File: src/rtl/dunit_pkg.sv
// Shared definitions for the pipeline debug unit: command bytes, FSM state encoding, word geometry.
package dunit_pkg;

    localparam logic [7:0] CMD_LOAD = 8'h4C;
    localparam logic [7:0] CMD_PC   = 8'h50;
    localparam logic [7:0] CMD_STEP = 8'h53;
    localparam logic [7:0] CMD_RUN  = 8'h52;
    localparam logic [7:0] CMD_DUMP = 8'h44;
    localparam logic [7:0] CMD_HALT = 8'h48;

    localparam int unsigned NB_REG_DEF = 32;

    function automatic int unsigned bytes_per_word(input int unsigned nb_reg);
        return nb_reg / 8;
    endfunction

    localparam int unsigned BYTES_PER_WORD = bytes_per_word(NB_REG_DEF);

    typedef enum logic [3:0] {
        ST_IDLE,
        ST_LD_CNT,
        ST_LD_WORD,
        ST_LD_WR,
        ST_PC_RST,
        ST_STEP,
        ST_RUN,
        ST_DMP_ADDR,
        ST_DMP_CAP,
        ST_DMP_SEND
    } state_e;

    typedef enum logic [1:0] {
        PH_REG,
        PH_MEM,
        PH_CNT
    } dump_phase_e;

endpackage

File: src/rtl/dunit_word_tx.sv
// Word-to-byte serializer: emits a loaded word MSB byte first over a valid/ready handshake,
// pulsing o_done the cycle after the last byte is accepted.
module dunit_word_tx
    import dunit_pkg::*;
#(
    parameter int unsigned NB_WORD = BYTES_PER_WORD * 8,
    parameter int unsigned NB_BYTE = 8
) (
    input  logic               i_clk,
    input  logic               i_reset,
    input  logic               i_load,
    input  logic [NB_WORD-1:0] i_word,
    input  logic               i_ready,
    output logic [NB_BYTE-1:0] o_data,
    output logic               o_valid,
    output logic               o_done
);

    localparam int unsigned N_BYTES = NB_WORD / NB_BYTE;

    logic [NB_WORD-1:0] shreg;
    logic [7:0]         cnt;

    assign o_data = shreg[NB_WORD-1 -: NB_BYTE];

    always_ff @(posedge i_clk or negedge i_reset) begin
        if (!i_reset) begin
            shreg   <= '0;
            cnt     <= '0;
            o_valid <= 1'b0;
            o_done  <= 1'b0;
        end else begin
            o_done <= 1'b0;
            if (i_load) begin
                shreg   <= i_word;
                cnt     <= '0;
                o_valid <= 1'b1;
            end else if (o_valid && i_ready) begin
                if (cnt == 8'(N_BYTES - 1)) begin
                    o_valid <= 1'b0;
                    o_done  <= 1'b1;
                end else begin
                    shreg <= shreg << NB_BYTE;
                    cnt   <= cnt + 8'd1;
                end
            end
        end
    end

endmodule

File: src/rtl/dunit_ctrl.sv
// Byte-stream debug controller for the MIPS pipeline debug port: load imem, reset PC, step/run, dump.
// Optional DUNIT_CYCLE_CNT_EN appends a saturating clk_en-cycle counter word to every dump.
module dunit_ctrl
    import dunit_pkg::*;
#(
    parameter int unsigned NB_REG     = 32,
    parameter int unsigned NB_WIDHT   = 9,
    parameter int unsigned NB_BYTE    = 8,
    parameter int unsigned N_REGS     = 32,
    parameter int unsigned DMEM_WORDS = 16
) (
    input  logic                i_clk,
    input  logic                i_reset,
    input  logic [NB_BYTE-1:0]  i_rx_data,
    input  logic                i_rx_valid,
    output logic [NB_BYTE-1:0]  o_tx_data,
    output logic                o_tx_valid,
    input  logic                i_tx_ready,
    input  logic                i_halt,
    input  logic [NB_REG-1:0]   i_dunit_reg,
    input  logic [NB_REG-1:0]   i_dunit_mem_data,
    output logic                o_dunit_clk_en,
    output logic                o_dunit_reset_pc,
    output logic                o_dunit_w_mem,
    output logic [NB_WIDHT-1:0] o_dunit_addr,
    output logic [NB_REG-1:0]   o_dunit_data_if
);

    localparam int unsigned BPW = bytes_per_word(NB_REG);

    state_e                 state;
    dump_phase_e            phase;
    logic [7:0]             byte_cnt;
    logic [NB_BYTE-1:0]     cnt_hi;
    logic [2*NB_BYTE-1:0]   ld_n;
    logic [2*NB_BYTE-1:0]   ld_k;
    logic [NB_REG-1:0]      ld_shift;
    logic [15:0]            dmp_idx;
    logic                   clk_en_q;
    logic                   tx_load;
    logic [NB_REG-1:0]      tx_word;
    logic                   tx_done;
    logic                   rx_halt;
    logic                   run_gate;

    // RUN enable is gated combinationally so halt or 'H' stops the pipeline in the same cycle.
    assign rx_halt        = i_rx_valid && (i_rx_data == CMD_HALT);
    assign run_gate       = (state == ST_RUN) && !i_halt && !rx_halt;
    assign o_dunit_clk_en = clk_en_q | run_gate;

`ifdef DUNIT_CYCLE_CNT_EN
    logic [NB_REG-1:0] cyc_cnt;

    always_ff @(posedge i_clk or negedge i_reset) begin
        if (!i_reset) begin
            cyc_cnt <= '0;
        end else if (state == ST_IDLE && i_rx_valid && i_rx_data == CMD_PC) begin
            cyc_cnt <= '0;
        end else if (o_dunit_clk_en && cyc_cnt != '1) begin
            cyc_cnt <= cyc_cnt + 1'b1;
        end
    end
`endif

    always_ff @(posedge i_clk or negedge i_reset) begin
        if (!i_reset) begin
            state            <= ST_IDLE;
            phase            <= PH_REG;
            byte_cnt         <= '0;
            cnt_hi           <= '0;
            ld_n             <= '0;
            ld_k             <= '0;
            ld_shift         <= '0;
            dmp_idx          <= '0;
            clk_en_q         <= 1'b0;
            tx_load          <= 1'b0;
            tx_word          <= '0;
            o_dunit_reset_pc <= 1'b0;
            o_dunit_w_mem    <= 1'b0;
            o_dunit_addr     <= '0;
            o_dunit_data_if  <= '0;
        end else begin
            unique case (state)
                ST_IDLE: begin
                    if (i_rx_valid) begin
                        case (i_rx_data)
                            CMD_LOAD: begin
                                byte_cnt <= '0;
                                state    <= ST_LD_CNT;
                            end
                            CMD_PC: begin
                                o_dunit_reset_pc <= 1'b1;
                                state            <= ST_PC_RST;
                            end
                            CMD_STEP: begin
                                clk_en_q <= 1'b1;
                                state    <= ST_STEP;
                            end
                            CMD_RUN: state <= ST_RUN;
                            CMD_DUMP: begin
                                phase        <= PH_REG;
                                dmp_idx      <= '0;
                                o_dunit_addr <= '0;
                                state        <= ST_DMP_ADDR;
                            end
                            default: ;
                        endcase
                    end
                end
                ST_LD_CNT: begin
                    if (i_rx_valid) begin
                        if (byte_cnt == '0) begin
                            cnt_hi   <= i_rx_data;
                            byte_cnt <= 8'd1;
                        end else begin
                            ld_n     <= {cnt_hi, i_rx_data};
                            ld_k     <= '0;
                            byte_cnt <= '0;
                            state    <= ({cnt_hi, i_rx_data} == '0) ? ST_IDLE : ST_LD_WORD;
                        end
                    end
                end
                ST_LD_WORD: begin
                    if (i_rx_valid) begin
                        ld_shift <= {ld_shift[NB_REG-NB_BYTE-1:0], i_rx_data};
                        if (byte_cnt == 8'(BPW - 1)) begin
                            byte_cnt        <= '0;
                            o_dunit_w_mem   <= 1'b1;
                            o_dunit_addr    <= NB_WIDHT'({ld_k, 2'b00});
                            o_dunit_data_if <= {ld_shift[NB_REG-NB_BYTE-1:0], i_rx_data};
                            state           <= ST_LD_WR;
                        end else begin
                            byte_cnt <= byte_cnt + 8'd1;
                        end
                    end
                end
                ST_LD_WR: begin
                    o_dunit_w_mem <= 1'b0;
                    if (ld_k == ld_n - 1'b1) begin
                        state <= ST_IDLE;
                    end else begin
                        ld_k  <= ld_k + 1'b1;
                        state <= ST_LD_WORD;
                    end
                end
                ST_PC_RST: begin
                    o_dunit_reset_pc <= 1'b0;
                    state            <= ST_IDLE;
                end
                ST_STEP: begin
                    clk_en_q     <= 1'b0;
                    phase        <= PH_REG;
                    dmp_idx      <= '0;
                    o_dunit_addr <= '0;
                    state        <= ST_DMP_ADDR;
                end
                ST_RUN: begin
                    if (i_halt || rx_halt) begin
                        phase        <= PH_REG;
                        dmp_idx      <= '0;
                        o_dunit_addr <= '0;
                        state        <= ST_DMP_ADDR;
                    end
                end
                ST_DMP_ADDR: state <= ST_DMP_CAP;
                ST_DMP_CAP: begin
                    case (phase)
                        PH_REG:  tx_word <= i_dunit_reg;
                        PH_MEM:  tx_word <= i_dunit_mem_data;
`ifdef DUNIT_CYCLE_CNT_EN
                        default: tx_word <= cyc_cnt;
`else
                        default: tx_word <= '0;
`endif
                    endcase
                    tx_load <= 1'b1;
                    state   <= ST_DMP_SEND;
                end
                ST_DMP_SEND: begin
                    tx_load <= 1'b0;
                    if (tx_done) begin
                        state <= ST_DMP_ADDR;
                        if (phase == PH_REG && dmp_idx != 16'(N_REGS - 1)) begin
                            dmp_idx      <= dmp_idx + 16'd1;
                            o_dunit_addr <= NB_WIDHT'(dmp_idx + 16'd1);
                        end else if (phase == PH_REG) begin
                            phase        <= PH_MEM;
                            dmp_idx      <= '0;
                            o_dunit_addr <= '0;
                        end else if (phase == PH_MEM && dmp_idx != 16'(DMEM_WORDS - 1)) begin
                            dmp_idx      <= dmp_idx + 16'd1;
                            o_dunit_addr <= NB_WIDHT'(dmp_idx + 16'd1);
`ifdef DUNIT_CYCLE_CNT_EN
                        end else if (phase == PH_MEM) begin
                            phase        <= PH_CNT;
                            dmp_idx      <= '0;
                            o_dunit_addr <= '0;
`endif
                        end else begin
                            o_dunit_addr <= '0;
                            state        <= ST_IDLE;
                        end
                    end
                end
                default: state <= ST_IDLE;
            endcase
        end
    end

    dunit_word_tx #(
        .NB_WORD (NB_REG),
        .NB_BYTE (NB_BYTE)
    ) u_word_tx (
        .i_clk   (i_clk),
        .i_reset (i_reset),
        .i_load  (tx_load),
        .i_word  (tx_word),
        .i_ready (i_tx_ready),
        .o_data  (o_tx_data),
        .o_valid (o_tx_valid),
        .o_done  (tx_done)
    );

endmodule
File: config.mk
export PLATFORM = sky130hd
export DESIGN_NAME = dunit_ctrl
export DESIGN_NICKNAME = d
export VERILOG_FILES = /design/src/rtl/dunit_pkg.sv /design/src/rtl/dunit_word_tx.sv /design/src/rtl/dunit_ctrl.sv
export SDC_FILE = /design/constraint.sdc
export NUM_CORES = 1
export LEC_CHECK = 0
export CORE_MARGIN = 2
export CORE_UTILIZATION = 50
export CTS_BUF_LIST = sky130_fd_sc_hd__clkbuf_8 sky130_fd_sc_hd__clkbuf_16
export CTS_CLUSTER_DIAMETER = 200
export DETAILED_ROUTE_END_ITERATION = 7
export PLACE_DENSITY = 0.76
export SETUP_SLACK_MARGIN = 0.3
export SYNTH_ARGS = -nofsm -noshare
export SYNTH_HDL_FRONTEND = slang
export SYNTH_HIERARCHICAL = 1
export SYNTH_SLANG_ARGS = --single-unit
File: constraint.sdc
create_clock -name i_clk -period 2.8 [get_ports i_clk]
set_clock_uncertainty 0.1 [all_clocks]
set_input_delay 0.7 -clock i_clk [delete_from_list [all_inputs] [get_ports i_clk]]
set_output_delay 0.7 -clock i_clk [all_outputs]
set_load 0.02 [all_outputs]
==> flow_summary.toml, run 1 <==
[status]
status = "complete, no violations"

[critical_path]
r2r_start = "ld_n[2]"
reg2reg_slack_ns = 0.11
worst_r2r_path_depth = 10
crit_path_max_fanout = 12
critPathLaunchType = "flip-flop"
cp-end-kind = "flip-flop"
r2r-end = "ld_k[0]"
worstPathArrival_ns = 3.02
crit_end = "ld_k[0]"
cp-startpoint = "ld_n[2]"
cp.required_ns = 3.13
crit_type = "flip-flop to flip-flop"

[floorplan]
start_util = 0.513
rows = 52
dieArea_mm2 = 0.0221
die_h_um = 149
dieWidth_um = 149
core_mm2 = 0.0204
ioPinCount = 130

[worst_hold_path]
hold_path_class = "primary input to asynchronous set/reset pin"

[power]
peakVddDrop_uv = 519
p_leak_nw = 5.71
power_density_mw_per_mm2 = 989

[timing]
min_period_over_period = 0.960
hold_ws_ns = 0.0683
max_freq_mhz = 372
slew_headroom = 0.592
hold_viol_final = 0
tightest_slew_ns = 0.613
rsz0062_at_grt = "yes"
layout_min_cycle_time_ns = 2.69
slew_violations = 0
setup-tns-final_ns = 0
setup-violations-final = 0
fin_ws_ns = 0.112

[grt]
overflow = 0
grt_max_degree = 66
global_route.usage.total = 0.219
first_global_vias = 8033
antenna_found_initial = 0
grt_pass1_wl_um = 39900

[cts]
clockBufferDepth = 3
htreeDepth = 1
root_buffer = "clkbuf_16"
clock_sinks = 212
clock_latency_ns = 0.52
hold_buffers = 0
clk_pin_slew_ns = 0.06
cts_buffers = 23
cts_tree = "built"

[layout]
fin_nets = 1252
final_util = 0.656
drive_gt1_frac = 0.224
final_common_cell = "dfrtp_1"
syn_to_final_growth_pct = 27.8
final_cell_mix = "dfrtp_1, nand2_1, clkdlybuf4s50_1"
diodes = 0
stdcell_count = 1455

[route]
routed_wl_um = 24000
vias_per_cell = 5.56
num_vias = 8095
drt_drc_violations_left = 0
ant_nets = 0
drt_pass1_iterations = 5
wl_per_cell_um = 16.5
drt-initial-drc-count = 395

[synthesis]
async_flop_share = 1.00
synth_edf_count = 0
synth_cell_types = 65
synth_seq_cells = 212
ys_warn_count = 6
yosys.area.top_type = "dfrtp_1"
synth_fp_nets = 1085
synth-seq-area-share = 0.506
synth-main-ff-cell = "dfrtp_1"
syn_inst = 1001
syn_avg_cell_area_um2 = 10.5
yosysTopAreaCellShare = 0.506
ys_top_cells_by_area = "dfrtp_1, mux2_2, nand2_1, mux2i_1, a21oi_1"
syn_area_mm2 = 0.0105

[placed_design]
dp_slack_ns = -0.272
dp.cells = 1402
place_congestion = 0.892
port_buffers = 129
dp_hpwl_um = 16500

[job]
drv_cap = 0
[critical path, cell delays in order, from the launching register on]
cell and delay (ns):
dfrtp_2 0.42, buf_4 0.16, nor3_1 0.26, xnor2_1 0.12, a2111oi_1 0.37, nand3_1 0.18
a2111oi_4 0.32, and2_4 0.22, buf_8 0.13, or2b_4 0.14, mux2i_1 0.19
[logic make-up after synthesis]
family	Yosys count	synth area share
and+or+nand+nor	359	0.171
DFF	212	0.506
buffers and inverters	74	0.0347
muxes	142	0.155
xor gates and xnor gates	31	0.0259
AOI/OAI and AO/OA	176	0.0983
adders and majority gates	7	0.00836
[area by class of cell]
class	instances	area, um^2
repair buffers	204	1940
fillers	1593	7040
multi-input cells	715	5010
well taps	270	338
flip-flops and latches	212	5310
clock buffers	27	631
clock inverters	15	116
inverters	12	45.0
[metal layers]
layer,GRT usage,wire (um)
met1,0.305,10600
met2,0.367,11800
met3,0.0269,990
met4,0.0590,561
met5,0,0
[per-stage QoR]
stage / area, um^2 / power (mW)
after global placement: 12400 / 9.84
after floorplan: 10500 / 8.35
after detailed placement: 12400 / 10.0
after CTS: 13200 / 13.1
after global routing: 13400 / 14.0
final: 13400 / 13.2
[state kept, by name (all words and copies together), names as in the netlist, 4 cells and up]
name / cells
o_dunit_data_if: 32
tx_word: 32
u_word_tx/shreg: 32
ld_shift: 24
dmp_idx: 16
ld_k: 16
ld_n: 16
o_dunit_addr: 9
byte_cnt: 8
cnt_hi: 8
u_word_tx/cnt: 8
state: 4
[where the power goes]
group / total [mW] / internal, mW / switching [mW] / leakage (nW)
registers: 5.16 / 4.21 / 0.950 / 2.62
logic: 5.14 / 2.71 / 2.43 / 2.71
clock network: 2.94 / 1.71 / 1.23 / 0.389
[synthesized netlist by cell type (15+ instances only)]
cell type,n
a21oi_1,69
dfrtp_1,212
or3_1,16
nand2b_1,23
nand3_1,29
mux2_4,20
nor3_1,24
nor2_1,68
mux2_2,79
xnor2_1,24
nand4_1,15
o21ai_0,53
mux2i_1,36
clkbuf_1,39
nand2_1,125
[what timing repair did]
| item | in CTS | in global routing |
|---|---|---|
| gates resized for setup | 18 | 36 |
| setup endpoints to repair | 25 | 70 |
| pin swaps | 8 | 10 |
| buffers inserted | 6 | 5 |
[worst min path at each step]
stage | endpoint | slack [ns] | cells after the start
after global routing | ld_k[13] | 0.11 | 1
final | o_dunit_data_if[30] | 0.07 | 1
after CTS | o_dunit_data_if[30] | 0.09 | 1
after floorplan | byte_cnt[0] | 0.30 | 0
after detailed placement | u_word_tx/shreg[12] | 0.37 | 1
after global placement | o_dunit_addr[7] | 0.37 | 2
Note: power is estimated with default switching activity, not from simulation.
==> run 2, diff against run 1 <==
--- a/config.mk
+++ b/config.mk
@@ -5,7 +5,6 @@
 export SDC_FILE = /design/constraint.sdc
 export NUM_CORES = 1
 export LEC_CHECK = 0
-export CORE_MARGIN = 2
 export CORE_UTILIZATION = 50
 export CTS_BUF_LIST = sky130_fd_sc_hd__clkbuf_8 sky130_fd_sc_hd__clkbuf_16
 export CTS_CLUSTER_DIAMETER = 200
==> flow_summary.toml, run 2 (synthesis gave the netlist of run 1 again) <==
[status]
status = "complete, no violations"

[grt]
overflow = 0
grt_pass1_wl_um = 41100
antenna_found_initial = 0
grt_max_degree = 66
first_global_vias = 8304
global_route.usage.total = 0.232

[critical_path]
crit_path_max_fanout = 6
cpPeakStageDelay_ns = 0.46
cp.required_ns = 3.14
crit_type = "flip-flop to flip-flop"
worstPathCellList = "nor4_4, buf_4, nand3_4, xnor2_2, o221a_2, o22ai_2, and2_4, buf_4, buf_6, or4_4, a21oi_2"
worst-path-buf-inv = 3
cp_slowest_cell = "dfrtp_2"
cp-end-kind = "flip-flop"
crit_family = "simple AND/OR/NAND/NOR gates"
cpMostUsedCell = "buf_4"
worstPathArrival_ns = 3.13
critPathLaunchType = "flip-flop"

[cts]
htreeDepth = 1
clock_sinks = 212
root_buffer = "clkbuf_16"
clockBufferDepth = 3
cts_buffers = 24
clock_latency_ns = 0.51
cts_tree = "built"
clk_pin_slew_ns = 0.06

[route]
drt_drc_violations_left = 0
drt_pass1_iterations = 5
num_vias = 8194
vias_per_cell = 5.61
drt-initial-drc-count = 537
routed_wl_um = 25000
ant_nets = 0
wl_per_cell_um = 17.1

[power]
pwr-share-clk = 0.232
p_leak_nw = 5.79
power_frac_comb = 0.386
p_sw_mw = 4.77
seq_power_share = 0.382
power_density_mw_per_mm2 = 1000
peakVddDrop_uv = 514
swShare = 0.350
intPower_mw = 8.86

[placed_design]
place_congestion = 0.893
dp_hpwl_um = 16500
port_buffers = 129
dp_slack_ns = -0.272

[timing]
layout_min_cycle_time_ns = 2.79
min_period_over_period = 0.996
slew_headroom = 0.582
setup-violations-final = 0
slew_violations = 0
hold_ws_ns = 0.0800
rsz0062_at_grt = "yes"
tightest_slew_ns = 0.628
fin_ws_ns = 0.0102
max_freq_mhz = 358
hold_viol_final = 0

[layout]
final_cell_mix = "dfrtp_1, nand2_1, clkdlybuf4s50_1"
final_common_cell = "dfrtp_1"
drive_gt1_frac = 0.246
diodes = 0
fin_nets = 1256
reg_top3 = "o_dunit_data_if x32, tx_word x32, u_word_tx/shreg x32"
syn_to_final_growth_pct = 29.9

[floorplan]
rows = 52
dieArea_mm2 = 0.0215
die_h_um = 147
dieWidth_um = 147
ioPinCount = 130
start_util = 0.515
core_mm2 = 0.0204

[job]
drv_cap = 0

[worst_hold_path]
hold_path_class = "primary input to asynchronous set/reset pin"
run 2: repair_timing:
item | 4_1_cts | 5_1_grt
setup endpoints to repair | 26 | 41
resized for setup | 40 | 49
cloned | 2 | 0
hold buffers | 0 | 0
buffers inserted | 8 | 8
pin swaps | 20 | 23
run 2: final timing paths:
| path | startpoint | end | slack [ns] | cells past startpoint |
|---|---|---|---|---|
| setup / recovery | ld_n[2] | ld_k[7] | 0.01 | 11 |
| hold / removal | i_reset | ld_shift[13] | 0.08 | 1 |
| setup reg to reg | ld_n[2] | ld_k[7] | 0.01 | 11 |
| hold reg to reg | o_dunit_addr[6] | o_dunit_addr[6] | 0.37 | 2 |
| max in group asynchronous | i_reset | o_dunit_data_if[18] | 1.88 | 2 |
| min in group i_clk | o_dunit_addr[6] | o_dunit_addr[6] | 0.37 | 2 |
run 2: area by class of cell:
cell class	instances	area, um^2
Multi-Input combinational cell	715	5110
Clock inverter	16	138
Sequential cell	212	5310
Tap cell	270	338
Inverter	12	45.0
Fill cell	1522	6750
Timing Repair Buffer	207	2000
Clock buffer	28	667
run 2: per-layer routing:
layer | global-route usage | wire length [um]
met1 | 0.313 | 10900
met4 | 0.0615 | 506
met3 | 0.0335 | 1190
met2 | 0.391 | 12400
met5 | 0 | 0
run 2: power by group through the flow:
stage                     Combinational (mW)  Clock [mW]  Sequential [mW]
final                                   5.27        3.16             5.21
after detailed placement                4.81           0             5.21
after global placement                  4.68           0             5.16
after CTS                               5.07        3.22             5.17
after floorplan                         3.28           0             5.07
after global routing                    5.71        3.34             5.37
run 2: per-stage QoR:
stage	utilization	total power [mW]	instance area [um^2]	std cells	setup TNS (ns)
after floorplan	-	8.35	10500	1001	0
after global placement	0.607	9.83	12400	1398	-2.86
after detailed placement	0.607	10.0	12400	1398	-3.58
after CTS	0.656	13.5	13400	1452	0
after global routing	0.669	14.4	13600	1460	-0.180
final	0.669	13.6	13600	1460	0
==> run 3, diff against run 2 <==
--- a/config.mk
+++ b/config.mk
@@ -7,7 +7,7 @@
 export LEC_CHECK = 0
 export CORE_UTILIZATION = 50
 export CTS_BUF_LIST = sky130_fd_sc_hd__clkbuf_8 sky130_fd_sc_hd__clkbuf_16
-export CTS_CLUSTER_DIAMETER = 200
+export CTS_CLUSTER_DIAMETER = 100
 export DETAILED_ROUTE_END_ITERATION = 7
 export PLACE_DENSITY = 0.76
 export SETUP_SLACK_MARGIN = 0.3
==> results of run 3 <==
No change in the layout: final DEF, timing and power equal those of run 2.
==> patch 1, RTL diff (flow settings as in run 2) <==
`N_REGS`: 32 -> 16.
--- a/src/rtl/dunit_ctrl.sv
+++ b/src/rtl/dunit_ctrl.sv
@@ -8,3 +8,3 @@
     parameter int unsigned NB_BYTE    = 8,
-    parameter int unsigned N_REGS     = 32,
+    parameter int unsigned N_REGS     = 16,
     parameter int unsigned DMEM_WORDS = 16
Function: no difference found for any inputs over 4 cycles, from zero or initial values and one cycle with i_reset low; that may be too few to reach the edited logic, so the function may still have changed.
==> patch 1 against run 2 <==
  * The flow now finishes with violations (setup timing)
  * Routed wire length increased by 2.6%
  * Die area increased by 1.1%
  * Synthesized cell count increased by 0.60%
  * Hold slack improved by 0.026 ns
  * Design area increased by 2.9%
  * Setup slack got worse by 0.022 ns
  * Combinational power increased by 6.6%
  * Global-route usage increased by 0.65 points
  * Sequential cell count unchanged
  * Sequential share of layout area decreased by 1.1 points
  * Total power increased by 3.1%
  * Area after synthesis increased by 1.1%
  * Critical path type unchanged
  * Critical endpoint unchanged
==> patch 1: results (changes against run 2) <==
{| class="wikitable"
! Metric !! Value
|-
| Net total in the final layout || 1285 (+2.3%)
|-
| Number of antenna violations at the first check in global routing || 0 (unchanged)
|-
| Maximum fanout along the worst path || 5 (-1)
|-
| Minimum setup slack after placement || -0.5664 ns (-0.2948 ns)
|-
| LEAKAGE || 6.066 nW (+4.8%)
|-
| Pin count of the biggest net entering global routing || 71 (+7.6%)
|-
| Post-synth top cells || dfrtp_1, nand2_1, mux2_2
|-
| Detailed Route Iter0 Violations || 485 (-9.7%)
|-
| Post-CTS setup-driven buffer insertion count || 11 (+3)
|-
| Maximum resistive drop on vdd || 0.5394 mV (+5.0%)
|-
| HPWL Detailed || 16.69 mm (+1.1%)
|-
| Sequential cell area fraction in the yosys report || 50.09% (-0.54 points)
|-
| Wire length of the first global-routing pass || 42.46 mm (+3.3%)
|-
| Final routed wirelength across all metal layers || 25.62 mm (+2.6%)
|-
| Net switching share of the total power || 34.13% (-0.85 points)
|-
| Count of unique library cells instantiated by Yosys || 72 (+11%)
|-
| Aggregate negative setup slack || -0.01175 ns (-0.01175 ns)
|-
| Slew at the pin closest to its max-slew limit || 0.7530 ns (+0.1253 ns)
|-
| Critical-path cell with the highest stage delay || or4_4
|-
| Via count of the first global-routing pass || 8395 (+1.1%)
|-
| Critical path arrival || 3.15 ns (+0.02 ns)
|-
| Syn_nets || 1091 (+0.55%)
|-
| R2R cell count || 12 (+1)
|-
| Critical path launch point || ld_n[0]
|-
| Worst path max stage delay || 0.51 ns (+0.05 ns)
|-
| Setup slack after layout || -0.01175 ns (-0.02197 ns)
|-
| Worst hold margin || 0.1064 ns (+0.02640 ns)
|-
| Top cells by area in the synthesized netlist || dfrtp_1, mux2_2, nand2_1
|-
| Failing checks || setup timing
|-
| Fraction of layout cells with a size suffix above 1 || 25.86% (+1.2 points)
|-
| Outcome || complete, but fails checks
|-
| Final setup violation count || 1 (+1)
|}
## patch 1: through the flow
| stage | total power [W] | std cells | area [µm²] |
|---|---|---|---|
| after floorplan | 0.008384 | 1007 | 10700 |
| after global routing | 0.01484 | 1488 | 14010 |
| after global placement | 0.009986 | 1419 | 12670 |
| final | 0.01405 | 1488 | 14010 |
| after detailed placement | 0.01017 | 1419 | 12670 |
| after CTS | 0.01390 | 1475 | 13800 |
## patch 1: cell type report
type	count	area (µm²)
Sequential cell	212	5309
Clock buffer	29	669.4
Inverter	13	48.80
Multi-Input combinational cell	726	5329
Fill cell	1533	6485
Timing Repair Buffer	224	2118
Clock inverter	14	197.7
Tap cell	270	337.8
## patch 1: power groups by stage
| stage | Combinational [W] | Clock [W] | Sequential [W] |
|---|---|---|---|
| after floorplan | 0.00335 | 0 | 0.00503 |
| after global placement | 0.00498 | 0 | 0.00500 |
| after detailed placement | 0.00512 | 0 | 0.00505 |
| after CTS | 0.00542 | 0.00343 | 0.00504 |
| after global routing | 0.00609 | 0.00355 | 0.00519 |
| final | 0.00562 | 0.00338 | 0.00505 |
## patch 1: cell families after synthesis
family / after synthesis / synth area share [%]
adder cells (fa/ha/maj): 7 / 0.8269
AO/OA/AOI/OAI: 183 / 10.69
AND/OR/NAND/NOR: 355 / 16.70
flip-flops: 212 / 50.09
buffers and inverters: 72 / 3.237
multiplexers: 149 / 16.05
XOR/XNOR: 29 / 2.398
## patch 1: routing by layer
| layer | part of all wire [%] | vias to the layer above | GRT usage (%) |
|---|---|---|---|
| met3 | 4.4 | 34 | 2.778 |
| met5 | 0 | - | 0 |
| met2 | 52 | 260 | 41.37 |
| li1 | - | 3963 | - |
| met1 | 42 | 4149 | 31.88 |
| met4 | 1.8 | 0 | 5.825 |
==> patch 2, RTL diff (settings of run 2) <==
Made on the original files. Re-encode `state_e` (10 states) as Gray code, 4 bits wide.
--- a/src/rtl/dunit_pkg.sv
+++ b/src/rtl/dunit_pkg.sv
@@ -19,12 +19,12 @@
     typedef enum logic [3:0] {
-        ST_IDLE,
-        ST_LD_CNT,
-        ST_LD_WORD,
-        ST_LD_WR,
-        ST_PC_RST,
-        ST_STEP,
-        ST_RUN,
-        ST_DMP_ADDR,
-        ST_DMP_CAP,
-        ST_DMP_SEND
+        ST_IDLE     = 4'b0000,
+        ST_LD_CNT   = 4'b0001,
+        ST_LD_WORD  = 4'b0011,
+        ST_LD_WR    = 4'b0010,
+        ST_PC_RST   = 4'b0110,
+        ST_STEP     = 4'b0111,
+        ST_RUN      = 4'b0101,
+        ST_DMP_ADDR = 4'b0100,
+        ST_DMP_CAP  = 4'b1100,
+        ST_DMP_SEND = 4'b1101
     } state_e;
Formal check against the unedited RTL: no difference found for any inputs over 4 cycles, from zero or initial values and one cycle with i_reset low; so few cycles prove little.
==> patch 2 against run 2 <==
  * Critical path depth is 1 lower
  * Routed wire length down 0.42%
  * Sequential cell count unchanged
  * First-iteration DRC count is 29% lower
  * Setup slack gained 0.086 ns
  * Total power is 15% lower
  * Design area is 0.96% lower
  * Fmax increased by 3.2%
  * Area after synthesis up 0.84%
  * Critical path type unchanged
  * Largest power group is now registers
==> patch 2: results (changes against run 2) <==
{| class="wikitable"
! Metric !! Value
|-
| Final RePlAce weighted congestion || 0.8873 (-0.60%)
|-
| Slew at the pin closest to its max-slew limit || 0.5966 ns (-0.03102 ns)
|-
| Outcome || finished clean
|-
| Minimum setup slack after placement || -0.3734 ns (-0.1019 ns)
|-
| Syn_nets || 1086 (+0.092%)
|-
| Worst path max stage delay || 0.43 ns (-0.03 ns)
|-
| Cell class contributing the biggest share of worst-path delay || simple AND/OR/NAND/NOR gates
|-
| Wire length per cell after detailed routing || 17.11 µm (about the same)
|-
| Number of antenna violations at the first check in global routing || 1 (+1)
|-
| Via count of the first global-routing pass || 8479 (+2.1%)
|-
| Pin count of the biggest net entering global routing || 69 (+4.5%)
|-
| Number of search-and-repair iterations in the first detailed-routing pass || 4 (-1)
|-
| Detailed Route Iter0 Violations || 383 (-29%)
|-
| Clk_lat worst skew || 0.49 ns (-0.02 ns)
|-
| Quantity of I/O buffers inserted on ports || 129 (unchanged)
|-
| Net total in the final layout || 1251 (-0.40%)
|-
| Count of unique library cells instantiated by Yosys || 69 (+6.2%)
|-
| CTS clock-pin slew for the worst setup and hold paths || 0.06 ns (about the same)
|-
| HPWL Detailed || 16.81 mm (+1.8%)
|-
| Filler instances || 1561 (+2.6%)
|-
| Final min period || 2.703 ns (-0.08630 ns)
|-
| Overall routing resource usage || 23.53% (+0.34 points)
|-
| Num CTS Buffers || 22 (-8.3%)
|-
| Top cells by area in the synthesized netlist || dfrtp_1, mux2_2, nand2_1
|-
| Clock Path Buffers || 3 (unchanged)
|-
| LEAKAGE || 6.011 nW (+3.9%)
|-
| Proportion of synthesized flip-flops having asynchronous set or reset || 100.0% (unchanged)
|-
| Maximum fanout along the worst path || 13 (+7)
|-
| Cell at the root of the clock tree || clkbuf_16
|-
| Main flop type after synthesis || dfrtp_1
|-
| Wire length of the first global-routing pass || 41.73 mm (+1.5%)
|-
| Critical path arrival || 3.02 ns (-0.11 ns)
|-
| Largest registers || o_dunit_data_if x32, tx_word x32, u_word_tx/shreg x32
|-
| Yosys warns || 6 (unchanged)
|-
| Fraction of layout cells with a size suffix above 1 || 23.35% (-1.3 points)
|-
| Critical-path cell with the highest stage delay || or3b_4
|-
| Type of the tightest min-delay check || input port to asynchronous set/reset pin
|-
| Level count of the clock H-tree || 1 (unchanged)
|-
| Post-synth top cells || dfrtp_1, nand2_1, mux2_2
|-
| Sequential cell area fraction in the yosys report || 50.21% (-0.42 points)
|-
| Total number of vias || 8146 (-0.59%)
|-
| Reg2reg setup slack || 0.1 ns (+0.09 ns)
|-
| Maximum resistive drop on vdd || 0.5022 mV (-2.2%)
|}
patch 2: cell types whose count changed in the layout (fill, tap and decap cells not counted), moves of 5 or more:
cell / change
nor3_1: -5
o21ai_0: -6
mux2i_1: +7
nor2_1: +8
a21o_1: +7
or3_1: -7
patch 2: what timing repair did:
item                       4_1_cts  5_1_grt
pin swaps                        7        5
cloned                           3        0
buffers inserted                14        2
resized for setup               40       31
setup endpoints to repair       35       76
hold buffers                     0        0
patch 2: stage by stage:
step                TNS, ns  cell area [µm²]  std cells  power [W]  hold WS, ns
CTS                       0            13400       1450    0.01155      0.06453
floorplan                 0            10660       1002   0.007377       0.3044
global route              0            13480       1452    0.01225      0.07275
finish                    0            13490       1453    0.01158      0.05840
detailed placement   -6.881            12430       1394   0.008513       0.3712
global placement     -5.227            12430       1394   0.008352       0.3659
patch 2: area by class of cell:
class / count / area (µm²) / area share, %
Timing Repair Buffer: 203 / 1931 / 14.32
Inverter: 14 / 52.55 / 0.3897
Tap cell: 270 / 337.8 / 2.505
Clock inverter: 11 / 51.30 / 0.3804
Sequential cell: 212 / 5313 / 39.40
Clock buffer: 28 / 644.4 / 4.778
Antenna cell: 1 / 2.502 / 0.01856
Multi-Input combinational cell: 714 / 5154 / 38.22
patch 2: cells by family after synthesis:
| logic type | after synthesis | share of synthesized area (%) |
|---|---|---|
| buffers and inverters | 78 | 3.754 |
| AO/OA/AOI/OAI | 169 | 9.710 |
| adder cells (fa/ha/maj) | 7 | 0.8289 |
| AND/OR/NAND/NOR | 358 | 16.99 |
| XOR/XNOR | 28 | 2.321 |
| flip-flops | 212 | 50.21 |
| multiplexers | 150 | 16.19 |
patch 2: layer usage:
layer / GRT usage (%) / wire [µm] / vias to the layer above
li1: - / - / 3877
met5: 0 / 0 / -
met2: 41.44 / 12620 / 222
met3: 2.994 / 1150 / 43
met1: 30.73 / 10700 / 4004
met4: 5.928 / 399 / 0
patch 2: worst paths after layout:
| check | from | endpoint | cells past startpoint |
|---|---|---|---|
| hold / removal | i_reset | u_word_tx/o_valid | 1 |
| hold reg to reg | o_dunit_addr[7] | o_dunit_addr[7] | 2 |
| setup / recovery | ld_n[1] | ld_k[0] | 10 |
| setup reg to reg | ld_n[1] | ld_k[0] | 10 |
| max in group asynchronous | i_reset | dmp_idx[5] | 2 |
| min in group i_clk | o_dunit_addr[7] | o_dunit_addr[7] | 2 |
patch 2: where the power goes:
part	total (W)	switching (W)	leakage [nW]	internal [W]
registers	0.00457	0.000707	2.69	0.00386
logic	0.00423	0.00208	2.96	0.00215
clock network	0.00278	0.00116	0.366	0.00162
